`src/rtl/odd_parity_frame_rx.sv`:
```
// Serial frame receiver for 4-bit data with odd parity (start, d0..d3, parity, stop).
// Presents recovered data, parity and the parity-error flag on the same registered cycle.
module odd_parity_frame_rx #(
    parameter int unsigned CLKS_PER_BIT = 4
) (
    input  logic       clk,
    input  logic       rst_n,
    input  logic       rx_in,
    output logic [3:0] data_out,
    output logic       par_out,
    output logic       pec,
    output logic       frame_valid,
    output logic       frame_err,
    output logic       busy
);

    localparam int unsigned CNT_W = (CLKS_PER_BIT > 1) ? $clog2(CLKS_PER_BIT) : 1;
    localparam logic [CNT_W-1:0] CNT_LAST = CNT_W'(CLKS_PER_BIT - 1);
    localparam logic [CNT_W-1:0] CNT_HALF = CNT_W'(CLKS_PER_BIT / 2 - 1);

    typedef enum logic [2:0] {
        IDLE   = 3'd0,
        START  = 3'd1,
        DATA   = 3'd2,
        PARITY = 3'd3,
        STOP   = 3'd4
    } state_t;

    state_t           state;
    logic [CNT_W-1:0] cnt;
    logic [1:0]       idx;
    logic [3:0]       shreg;
    logic             par_q;
    logic             sync1;
    logic             rx_s;
    logic             rx_prev;

    // Two-flop synchronizer plus one delayed copy for falling-edge detection; idle level is 1.
    always_ff @(posedge clk or negedge rst_n) begin
        if (!rst_n) begin
            sync1   <= 1'b1;
            rx_s    <= 1'b1;
            rx_prev <= 1'b1;
        end else begin
            sync1   <= rx_in;
            rx_s    <= sync1;
            rx_prev <= rx_s;
        end
    end

    // Receive FSM: mid-bit sampling of each field, registered outputs loaded at the stop sample.
    always_ff @(posedge clk or negedge rst_n) begin
        if (!rst_n) begin
            state       <= IDLE;
            cnt         <= '0;
            idx         <= '0;
            shreg       <= '0;
            par_q       <= 1'b0;
            data_out    <= '0;
            par_out     <= 1'b0;
            pec         <= 1'b0;
            frame_valid <= 1'b0;
            frame_err   <= 1'b0;
            busy        <= 1'b0;
        end else begin
            frame_valid <= 1'b0;
            frame_err   <= 1'b0;
            case (state)
                IDLE: begin
                    cnt <= '0;
                    if (!rx_s && rx_prev) begin
                        state <= START;
                        busy  <= 1'b1;
                    end
                end
                START: begin
                    if (cnt == CNT_HALF) begin
                        cnt <= '0;
                        if (!rx_s) begin
                            state <= DATA;
                            idx   <= '0;
                        end else begin
                            // Start bit vanished by mid-bit: treat as a glitch.
                            state <= IDLE;
                            busy  <= 1'b0;
                        end
                    end else begin
                        cnt <= cnt + CNT_W'(1);
                    end
                end
                DATA: begin
                    if (cnt == CNT_LAST) begin
                        cnt        <= '0;
                        shreg[idx] <= rx_s;
                        if (idx == 2'd3) begin
                            state <= PARITY;
                        end else begin
                            idx <= idx + 2'd1;
                        end
                    end else begin
                        cnt <= cnt + CNT_W'(1);
                    end
                end
                PARITY: begin
                    if (cnt == CNT_LAST) begin
                        cnt   <= '0;
                        par_q <= rx_s;
                        state <= STOP;
                    end else begin
                        cnt <= cnt + CNT_W'(1);
                    end
                end
                STOP: begin
                    if (cnt == CNT_LAST) begin
                        cnt         <= '0;
                        data_out    <= shreg;
                        par_out     <= par_q;
                        pec         <= ~(^{shreg, par_q});
                        frame_valid <= rx_s;
                        frame_err   <= ~rx_s;
                        state       <= IDLE;
                        busy        <= 1'b0;
                    end else begin
                        cnt <= cnt + CNT_W'(1);
                    end
                end
                default: begin
                    state <= IDLE;
                    cnt   <= '0;
                    busy  <= 1'b0;
                end
            endcase
        end
    end

endmodule

```
`config.mk`:
```
export PLATFORM = sky130hd
export DESIGN_NAME = odd_parity_frame_rx
export DESIGN_NICKNAME = d
export VERILOG_FILES = /design/src/rtl/odd_parity_frame_rx.sv
export SDC_FILE = /design/constraint.sdc
export NUM_CORES = 1
export LEC_CHECK = 0
export BUFFER_PORTS_ARGS = -buffer_cell sky130_fd_sc_hd__buf_4
export CORE_ASPECT_RATIO = 0.8
export CORE_UTILIZATION = 40
export CTS_BUF_LIST = sky130_fd_sc_hd__clkbuf_2 sky130_fd_sc_hd__clkbuf_4 sky130_fd_sc_hd__clkbuf_8
export DETAILED_ROUTE_END_ITERATION = 12
export SETUP_SLACK_MARGIN = 0.15
export SLEW_MARGIN = 15
export SYNTH_ARGS = -nofsm -noshare
export SYNTH_HDL_FRONTEND = slang
export SYNTH_SLANG_ARGS = --single-unit
```
`constraint.sdc`:
```
create_clock -name clk -period 3.1 [get_ports clk]
set_input_delay 0.465 -clock clk [delete_from_list [all_inputs] [get_ports clk]]
set_output_delay 0.465 -clock clk [all_outputs]
set_load 0.05 [all_outputs]
```
## Word-level counts from Yosys, hierarchy flattened

Index checks and enable logic that the tools add are counted.

| cells by class | value |
|---|---|
| $lt $le $gt $ge | 2 |
| reduce and logical (&&, ||, !) cells | 14 |
| add/sub/neg operators | 2 |
| equal/unequal tests | 16 |
| muxes and demuxes | 28 |
| bitwise operators | 3 |

Operators with widths:

| cell | count |
|---|---|
| two-way mux 3 bit | 6 |
| inequality test 2 bit (second input constant) | 9 |
| one-hot mux 3 bit (5 select lines) | 1 |
| two-way mux 2 bit | 7 |
| AND reduction 5 bit | 2 |
| two-way mux 1 bit | 9 |
| one-hot mux 2 bit (2 select lines) | 2 |
| == test 3 x 2 -> 1 bit (second input constant) | 2 |
| AND reduction 2 bit | 3 |
| AND reduction 6 bit | 1 |
| parity 5 bit | 1 |
| adder 2 x 1 -> 2 bit (second input constant) | 2 |
| bitwise mux 4 bit | 1 |
| == test 2 bit (second input constant) | 2 |
| one-hot mux 1 bit (4 select lines) | 1 |
| == test 3 x 1 -> 1 bit (second input constant) | 1 |
| == test 3 bit (second input constant) | 1 |
| logical NOT 3 bit | 1 |
| < comparator 2 x 3 -> 1 bit (second input constant) | 1 |
| inverter 1 bit | 3 |
| OR reduction 3 bit | 1 |
| demux 1 bit (select 2 bit) | 1 |
| == test 2 x 1 -> 1 bit (second input constant) | 1 |
| >= comparator 2 x 1 -> 1 bit (second input constant) | 1 |
| other kinds (4) | 5 |

| storage, ports and cells | value |
|---|---|
| bits of input ports | 3 |
| register bits | 24 |
| output and inout bits | 9 |
| logic and storage cells | 79 |

## Depth between registers and ports, before layout

Gate-level depths: netlist (run 1).

| logic depth | value |
|---|---|
| word-level depth | 5 |
| mapped depth | 6 |
| mapped depth without buffers | 5 |

## Worst setup path before layout (run 1)

No wires, ideal clock.

| path | value |
|---|---|
| path kind | register to register |
| start | register rx_s |
| end | register busy |
| stages on the path, launching flop included | 6 |
| setup time | 0.118 ns |
| clock period less this slack | 1.702 ns |
| data arrival time | 1.584 ns |
| slack | 1.398 ns |
| buffers on the path | 1 |
| cell sequence | dfstp_2 buf_2 nor3b_2 a2111oi_4 mux2_1 a21o_1 |

| on the way | value |
|---|---|
| word-level cells in the longest chain between the ends | 4 |

Ends and longest elaborated chain:

| element | RTL line | source |
|---|---|---|
| start: declaration | 35 | `logic rx_s;` |
| start signal: assignment | 46 | `rx_s <= sync1;` |
| logical NOT 1 bit | - |  |
| logical AND 1 bit | 71 | `if (!rx_s && rx_prev) begin` |
| inequality test 2 bit (no line) | - |  |
| AND reduction 5 bit (no line) * | - |  |
| end signal: assignment | 64 | `busy <= 1'b0;` |
| end signal: assignment | 73 | `busy <= 1'b1;` |
| end signal: assignment | 85 | `busy <= 1'b0;` |
| end: declaration | 14 | `output logic busy` |

Every way passes the cells marked *; elsewhere a longest branch is shown, timed or not.
A chain may end at the register's enable or synchronous reset.

## Worst setup path after layout (run 1)

| path | value |
|---|---|
| start | register state[0] |
| end | register data_out[1] |

| on the way | value |
|---|---|
| word-level cells in the longest chain between the ends | 2 |

Ends and longest elaborated chain:

| element | RTL line | source |
|---|---|---|
| start: declaration | 29 | `state_t state;` |
| start signal: assignment | 54 | `state <= IDLE;` |
| start signal: assignment | 72 | `state <= START;` |
| start signal: assignment | 80 | `state <= DATA;` |
| == test 3 bit | 68 | `case (state)` |
| AND reduction 2 bit (no line) | - |  |
| end signal: assignment | 116 | `data_out <= shreg;` |
| end: declaration | 9 | `output logic [3:0] data_out,` |

Every way passes these cells.

==> impl_metrics.tcl, run 1 <==
set metrics [dict create \
    cts_sinks 24 \
    place_inst 147 \
    core_sq_mm 0.00281 \
    pwr-share-comb_pct 38.8 \
    finalSetupTns_ns 0 \
    track_usage_pct 14.0 \
    crit_arrival_ns 2.01 \
    numPortBuffers 11 \
    clock_latency_ns 0.26 \
    overflow 0 \
    ant_nets 0 \
    wl_met2_um 790 \
    synth_area_sq_mm 0.00121 \
    rsz0062_at_grt "no" \
    worst_pin_slew_ns 0.505 \
    antenna_cells 0 \
    finalHoldViolCount 0 \
    start_kind "flop" \
    power_density_mw_per_mm2 881 \
    root_buffer "clkbuf_8" \
    synthMuxAreaShare_pct 12.1 \
    synth.area.top_cells "dfrtp_1, mux2_2, ha_1, dfstp_2, xnor2_1" \
    pwr-share-clk_pct 17.5 \
    setup_viol 0 \
    met3WireLength_um 95 \
    grt_pass1_vias 706 \
    cts_buffers 3 \
    ios 12 \
    intPower_uw 745 \
    async_flop_share_pct 100 \
    routed.top_layer "met4" \
    postSynthAreaPerCell_sq_um 11.7 \
    nFillCells 273 \
    htreeDepth 1 \
    ff2ff_setup_slack_ns 1.24 \
    yosys.area_share.simple_pct 12.5 \
    worstSetupEndpointType "flop" \
    initial_core_util_pct 43.0 \
    timing.slew.headroom_pct 66.3 \
    synth_top_cell_by_area "dfrtp_1" \
    final_cells 151 \
    ys.flop_type "dfrtp_1" \
    p_leak_uw 0.000645 \
    synth_top_family_by_area "simple AND/OR/NAND/NOR gates" \
    antenna_found_initial 0 \
    area_delta_synth_final_pct 12.9 \
    synth_fp_nets 114 \
    grt_pass1_wl_mm 3.42 \
    syn-instance-count 103 \
    post-route-drc-count 0 \
    max_freq_ghz 0.539 \
    yosysWarnings 0 \
    yosys.area.top_type_share_pct 43.5 \
    dieArea_sq_mm 0.00324 \
    required_ns 3.25 \
    drive_gt1_share_pct 28.3 \
    clkTransAtPathRegs_ns 0.08 \
    p_sw_share_pct 37.9 \
    synthDistinctLibCells 33 \
    synth_fa_ha_area_share_pct 8.29 \
    skew_ns 0.00335 \
    postCtsSetupRepairBufs 0 \
    path_class "reg2reg" \
    slew_viol_final 0 \
    pwr-share-seq_pct 43.7 \
    tritoncts "built" \
    finalCriticalPeriod_ns 1.86 \
    cts_hold_buffers 0 \
    ys_ff_latch 24 \
    die_x_um 63.4 \
    maxCapViolCount 0 \
    avgViaCountPerCell 4.93 \
    num-nets-final 125 \
    synth_edf_count 0 \
    gp_congestion 0.738 \
    synthXorXnorAreaFrac_pct 2.90 \
    grt_max_degree 25 \
    critPathMaxFanout 15 \
    yosys-top-cells-count "dfrtp_1, mux2_2, nor2_1" \
    cts.repair.resized 0 \
    yosysMostFrequentCell "dfrtp_1" \
    dp_hpwl_mm 1.38 \
    avgRoutedWirePerCell_um 12.8 \
    synth-compound-area-share_pct 9.43 \
    total_power_uw 1200 \
    p_switching_uw 455 \
    status "complete, no violations" \
    setup_ws_ns 1.24 \
    die_height_um 51.1 \
    clk_path_buf_depth 2 \
    num_rows 17 \
    vdd_drop_max_mv 0.431 \
    via_count 745 \
    met1_length_mm 1.04 \
    yosysSeqAreaShare_pct 50.1 \
    hp-class "in2async" \
    totalWireLength_mm 1.94 \
    dp_worst_setup_slack_ns 1.26 \
    drt-pass1-iter-count 4 \
    period_share_pct 59.9 \
    drt_iter0_markers 38 \
]
flip-flops by register name (all words and copies together), names as in the netlist:
signal,cells
idx,2
frame_err,1
frame_valid,1
sync1,1
par_out,1
state,3
rx_s,1
pec,1
cnt,2
rx_prev,1
par_q,1
shreg,4
busy,1
data_out,4
final timing paths:
| kind | start | end | cells past startpoint |
|---|---|---|---|
| max in group asynchronous | rst_n | rx_s | 1 |
| setup reg to reg | state[0] | data_out[1] | 3 |
| min in group clk | rx_in | sync1 | 1 |
| setup / recovery | state[0] | data_out[1] | 3 |
| hold / removal | rst_n | cnt[0] | 1 |
| hold reg to reg | sync1 | rx_s | 0 |
power by group through the flow:
stage                     registers (uW)  clock network (uW)  logic (uW)
after floorplan                      522                   0         371
after global placement               522                   0         461
after detailed placement             529                   0         469
after CTS                            523                 219         472
after global routing                 539                 231         529
final                                524                 210         466
metrics by stage:
stage                     util, %  hold slack [ns]  area, sq um
final                        48.5           0.0785         1360
after global routing         48.5            0.100         1360
after CTS                    48.5           0.0848         1360
after detailed placement     46.6            0.348         1310
after global placement       46.6            0.347         1310
after floorplan                 -            0.169         1210
cells in the final DEF (no fill, tap or decap), types with 2 or more instances in the layout:
| master | instances |
|---|---|
| mux2_2 | 11 |
| nor2_1 | 9 |
| xnor2_1 | 4 |
| ha_1 | 8 |
| a21oi_1 | 2 |
| clkbuf_8 | 4 |
| mux2_1 | 2 |
| and3_1 | 2 |
| nor2b_1 | 2 |
| dfstp_2 | 3 |
| buf_4 | 11 |
| inv_1 | 7 |
| nand2_1 | 8 |
| dfrtp_1 | 21 |
layer usage:
metal / global-route usage (%) / vias up
met5: 0 / -
met4: 4.92 / 0
met3: 4.46 / 2
met2: 19.9 / 20
met1: 19.8 / 354
li1: - / 369
area by class of cell:
| class | instances | area, sq um | share of cell area [%] |
|---|---|---|---|
| Clock buffer | 4 | 55.1 | 4.04 |
| Sequential cell | 24 | 604 | 44.4 |
| Tap cell | 38 | 47.5 | 3.49 |
| Inverter | 7 | 26.3 | 1.93 |
| Multi-Input combinational cell | 67 | 547 | 40.1 |
| Timing Repair Buffer | 11 | 82.6 | 6.06 |
critical path: stages (launching register included):
cell and delay [ns]:
dfrtp_1 0.57, nor3b_1 0.43, and2_1 0.37, mux2_2 0.38
kinds of logic (layout without fill, tap and decap cells):
kind of cell	Yosys count	count (layout)
buf+inv	12	22
simple gates	29	29
fa+ha+maj	8	8
flops	24	24
mux	13	13
compound gates	13	13
xor+xnor	4	4
(Power assumes the default switching activity.)
==> run 2: changes to the inputs <==
==> constraint.sdc (replaced) <==
create_clock -name clk -period 1.75 [get_ports clk]
set_input_delay 0.2625 -clock clk [delete_from_list [all_inputs] [get_ports clk]]
set_output_delay 0.2625 -clock clk [all_outputs]
set_load 0.05 [all_outputs]
==> run 2 against run 1 <==
Non-clock buffer count increased by 15. Die area unchanged. Routed wire length increased by 5.3%. Cell count increased by 9.9%. Total power increased by 90%. Critical path type unchanged. Critical endpoint is now busy.
==> impl_metrics.tcl, run 2 (synthesized netlist as in run 1, its figures left out) <==
set metrics [dict create \
    status "complete, no violations" \
    track_usage_pct 14.5 \
    finalCriticalPeriod_ns 1.63 \
    hold-path-cell-count 1 \
    worstSetupEndpointType "flop" \
    grt_pass1_vias 815 \
    die_height_um 51.1 \
    critPathMaxFanout 4 \
    tritoncts "built" \
    initial_core_util_pct 43.0 \
    slowest_delay_ns 0.44 \
    totalWireLength_mm 2.04 \
    htreeDepth 1 \
    path_class "reg2reg" \
    skew_ns 0.00313 \
    dieArea_sq_mm 0.00324 \
    power_density_mw_per_mm2 1530 \
    grt_pass1_wl_mm 3.55 \
    slowest_stage "dfrtp_2" \
    final_cells 166 \
    ant_nets 0 \
    antenna_found_initial 0 \
    clk_path_buf_depth 2 \
    final_cell_mix "buf_4, dfrtp_1, mux2_2" \
    clkTransAtPathRegs_ns 0.08 \
    num-nets-final 140 \
    max_freq_ghz 0.614 \
    rr_worst_depth 4 \
    regArea_sq_um 607 \
    hp-class "in2reg" \
    cts_sinks 24 \
    crit_chain "ha_2 -> a2111oi_4 -> mux2_4 -> a21o_1" \
    gp_congestion 0.802 \
    path_depth 4 \
    finalHoldViolCount 0 \
    vdd_drop_max_mv 0.762 \
    post-route-util_pct 53.1 \
    drive_gt1_share_pct 41.4 \
    timing.slew.headroom_pct 74.7 \
    numPortBuffers 11 \
    post-route-drc-count 0 \
    start_kind "flop" \
    crit_arrival_ns 1.78 \
    overflow 0 \
    cts_buffers 3 \
    core_sq_mm 0.00281 \
    crit_family "compound AO/OA/AOI/OAI gates" \
    reg_top3 "data_out (4), shreg (4), state (3)" \
    dp_hpwl_mm 1.50 \
    avgRoutedWirePerCell_um 12.3 \
    via_count 815 \
    setup_viol 0 \
    place_inst 155 \
    multi_input_area_sq_um 563 \
    nFillCells 242 \
    required_ns 1.90 \
    antenna_cells 0 \
    root_buffer "clkbuf_8" \
    drt-pass1-iter-count 4 \
    num_rows 17 \
    clock_latency_ns 0.26 \
    period_share_pct 93.0 \
    die_x_um 63.4 \
    ios 12 \
    grt_max_degree 25 \
    rsz0062_at_grt "yes" \
    final_common_cell "buf_4" \
    avgViaCountPerCell 4.91 \
    path_buf_inv 0 \
    worst_pin_slew_ns 0.380 \
    p_leak_uw 0.000716 \
    maxCapViolCount 0 \
    area_delta_synth_final_pct 23.4 \
    finalSetupTns_ns 0 \
    drt_iter0_markers 27 \
    slew_viol_final 0 \
]
run 2: cell types whose count changed in the layout (fill, tap and decap cells not counted), moves of 2 or more:
cell,previous run,this run
buf_4,11,25
dfrtp_1,21,19
dfrtp_2,0,2
ha_1,8,6
ha_2,0,2
run 2: timing repair:
item	in CTS	in global routing
setup endpoints to repair	2	10
hold buffers	1	0
gates resized for setup	2	4
buffers inserted	4	2
pin swaps	1	1
endpoints found under the hold margin	21	0
run 2: worst paths after layout:
path	startpoint	slack (ns)	endpoint
worst min-delay path	rx_in	0.11	sync1
worst max-delay path	cnt[0]	0.12	busy
worst max register to register	cnt[0]	0.12	busy
max in group asynchronous	rst_n	1.03	rx_prev
min in group asynchronous	rst_n	0.43	state[2]
worst min register to register	sync1	0.36	rx_s
run 2: report_power, final:
| part | internal [uW] | leakage (uW) | switching, uW |
|---|---|---|---|
| sequential | 713 | 0.000303 | 169 |
| clock | 178 | 0.0000262 | 161 |
| combinational | 558 | 0.000387 | 507 |
run 2: worst register-to-register path: stages (launching register included):
cell and delay [ns]:
dfrtp_2 0.44, ha_2 0.21, a2111oi_4 0.40, mux2_4 0.33, a21o_1 0.15
run 2: per-stage QoR:
| stage | hold slack [ns] | area (sq um) | setup slack (ns) | power, uW |
|---|---|---|---|---|
| 2_1_floorplan | -0.0331 | 1210 | 0.150 | 1590 |
| 3_3_place_gp | 0.176 | 1370 | 0.114 | 1800 |
| 3_5_place_dp | 0.180 | 1370 | 0.0461 | 1840 |
| 4_1_cts | 0.0986 | 1460 | 0.134 | 2260 |
| 5_1_grt | 0.0895 | 1490 | 0.0702 | 2460 |
| 6_report | 0.106 | 1490 | 0.122 | 2290 |
run 2: cell type report:
class                      count  area share [%]
clock buffer                   4            3.27
inverter                       7            1.76
multi-input combinational     67            37.8
sequential                    24            40.7
tap                           38            3.19
timing repair buffer          26            13.3
run 2: metal layers:
metal | part of all wire, % | routed length, um | vias up | track usage (%)
li1 | - | - | 402 | -
met1 | 49 | 999 | 391 | 17.9
met2 | 46 | 934 | 17 | 25.7
met3 | 4.2 | 85 | 5 | 4.02
met4 | 1.1 | 22 | 0 | 2.27
met5 | 0 | 0 | - | 0
==> run 3: changes to the inputs <==
==> constraint.sdc (replaced) <==
create_clock -name clk -period 1.4 [get_ports clk]
set_input_delay 0.21 -clock clk [delete_from_list [all_inputs] [get_ports clk]]
set_output_delay 0.21 -clock clk [all_outputs]
set_load 0.05 [all_outputs]
==> run 3 against run 2 <==
The flow now finishes with violations (negative setup slack). Register-to-register slack worse by 0.29 ns. Clock power is 35% higher. Core utilization increased by 8.7 points. Critical path depth did not move. Design area up 16%. Worst setup slack got worse by 0.29 ns.
==> impl_metrics.tcl, run 3 (synthesized netlist as in run 1, its figures left out) <==
set metrics [dict create \
    status "finished with violations" \
    violations "negative setup slack" \
    track_usage_pct 15.9 \
    dp_worst_setup_slack_ns -0.192 \
    ant_nets 0 \
    cts_sinks 24 \
    final_common_cell "buf_4" \
    slowest_delay_ns 0.40 \
    setup_ws_ns -0.168 \
    power_density_mw_per_mm2 1980 \
    num-nets-final 151 \
    worst_pin_slew_ns 0.370 \
    finalHoldViolCount 0 \
    crit-reg2reg-launch "cnt[0]" \
    dieArea_sq_mm 0.00324 \
    critPathMaxFanout 3 \
    hold_start "rx_in" \
    skew_ns 0.00266 \
    grt_max_degree 25 \
    drt_iter0_markers 10 \
    gp_congestion 0.831 \
    numPortBuffers 11 \
    p_leak_uw 0.000825 \
    core_sq_mm 0.00281 \
    tritoncts "built" \
    ff2ff_setup_slack_ns -0.17 \
    timing.slew.headroom_pct 75.4 \
    crit_chain "ha_2 -> a2111oi_4 -> mux2_4 -> a21o_1" \
    required_ns 1.56 \
    final_cell_mix "buf_4, dfrtp_1, mux2_4" \
    drive_gt1_share_pct 58.3 \
    dp_hpwl_mm 1.62 \
    ios 12 \
    root_buffer "clkbuf_8" \
    antenna_cells 0 \
    avgRoutedWirePerCell_um 12.9 \
    clkTransAtPathRegs_ns 0.08 \
    die_x_um 63.4 \
    setup_viol 11 \
    area_delta_synth_final_pct 43.7 \
    max_freq_ghz 0.638 \
    die_height_um 51.1 \
    path_class "reg2reg" \
    path_buf_inv 0 \
    slowest_stage "dfrtp_1" \
    post-route-util_pct 61.8 \
    totalWireLength_mm 2.28 \
    total_power_uw 3440 \
    maxCapViolCount 0 \
    num_rows 17 \
    via_count 846 \
    overflow 0 \
    drt-pass1-iter-count 4 \
    clk_path_buf_depth 2 \
    crit_family "compound AO/OA/AOI/OAI gates" \
    period_share_pct 112 \
    antenna_found_initial 0 \
    crit_arrival_ns 1.73 \
    grt_pass1_wl_mm 3.90 \
    worst_hold_slack_ns 0.0481 \
    worstSetupEndpointType "flop" \
    rsz0062_at_grt "yes" \
    htreeDepth 1 \
    r2r-end "busy" \
    cts_buffers 3 \
    hp-class "in2reg" \
    start_kind "flop" \
    hold-path-cell-count 1 \
    grt_pass1_vias 861 \
    post-route-drc-count 0 \
    initial_core_util_pct 43.0 \
    slew_viol_final 0 \
    hold_end "sync1" \
    reg_top3 "data_out (4), shreg (4), state (3)" \
    vdd_drop_max_mv 1.20 \
    rr_worst_depth 4 \
    avgViaCountPerCell 4.78 \
    clock_latency_ns 0.26 \
    finalCriticalPeriod_ns 1.57 \
]
==> run 3: per-layer routing <==
metal	share of wire [%]	GRT usage, %
met4	1.0	5.30
met1	48	19.0
met3	4.4	4.91
met5	0	0
met2	47	27.3
==> run 3: worst max path at each step <==
stage	startpoint	end	slack [ns]	cells past startpoint
detailed placement	cnt[0]	busy	-0.19	4
CTS	cnt[1]	busy	-0.15	5
floorplan	cnt[1]	busy	-0.20	5
global route	cnt[0]	busy	-0.23	4
global placement	cnt[1]	busy	-0.17	5
finish	cnt[0]	busy	-0.17	4
==> run 3: report_power, final <==
part           internal [uW]  leakage (uW)  switching, uW
clock network            251     0.0000288            204
registers                890      0.000302            163
logic                   1040      0.000494            890
total                   2180      0.000825           1260
==> run 3: cell type report <==
class	count	area, sq um
fillers	219	1070
multi-input cells	67	701
flip-flops and latches	24	607
repair buffers	37	299
clock buffers	4	55.1
well taps	38	47.5
inverters	7	26.3
==> run 3: worst reg2reg max path, delay by kind of cell, from the launching register on <==
kind	cells	cell delay [ns]
flops	1	0.40
mux	1	0.34
fa+ha+maj	1	0.20
compound gates	2	0.54
==> run 3: metrics by stage <==
step	instance area, sq um	TNS (ns)	cells
final	1740	-0.444	177
after global routing	1740	-1.14	177
after CTS	1650	-0.736	176
after detailed placement	1520	-1.48	169
after global placement	1520	-1.26	169
after floorplan	1270	-0.559	103
==> run 3: what timing repair did <==
item	in CTS	in global routing
endpoints found under the setup margin	19	19
hold endpoints to repair	21	0
setup buffers	2	1
pin swaps	3	5
gates resized for setup	11	20
hold buffers	1	0
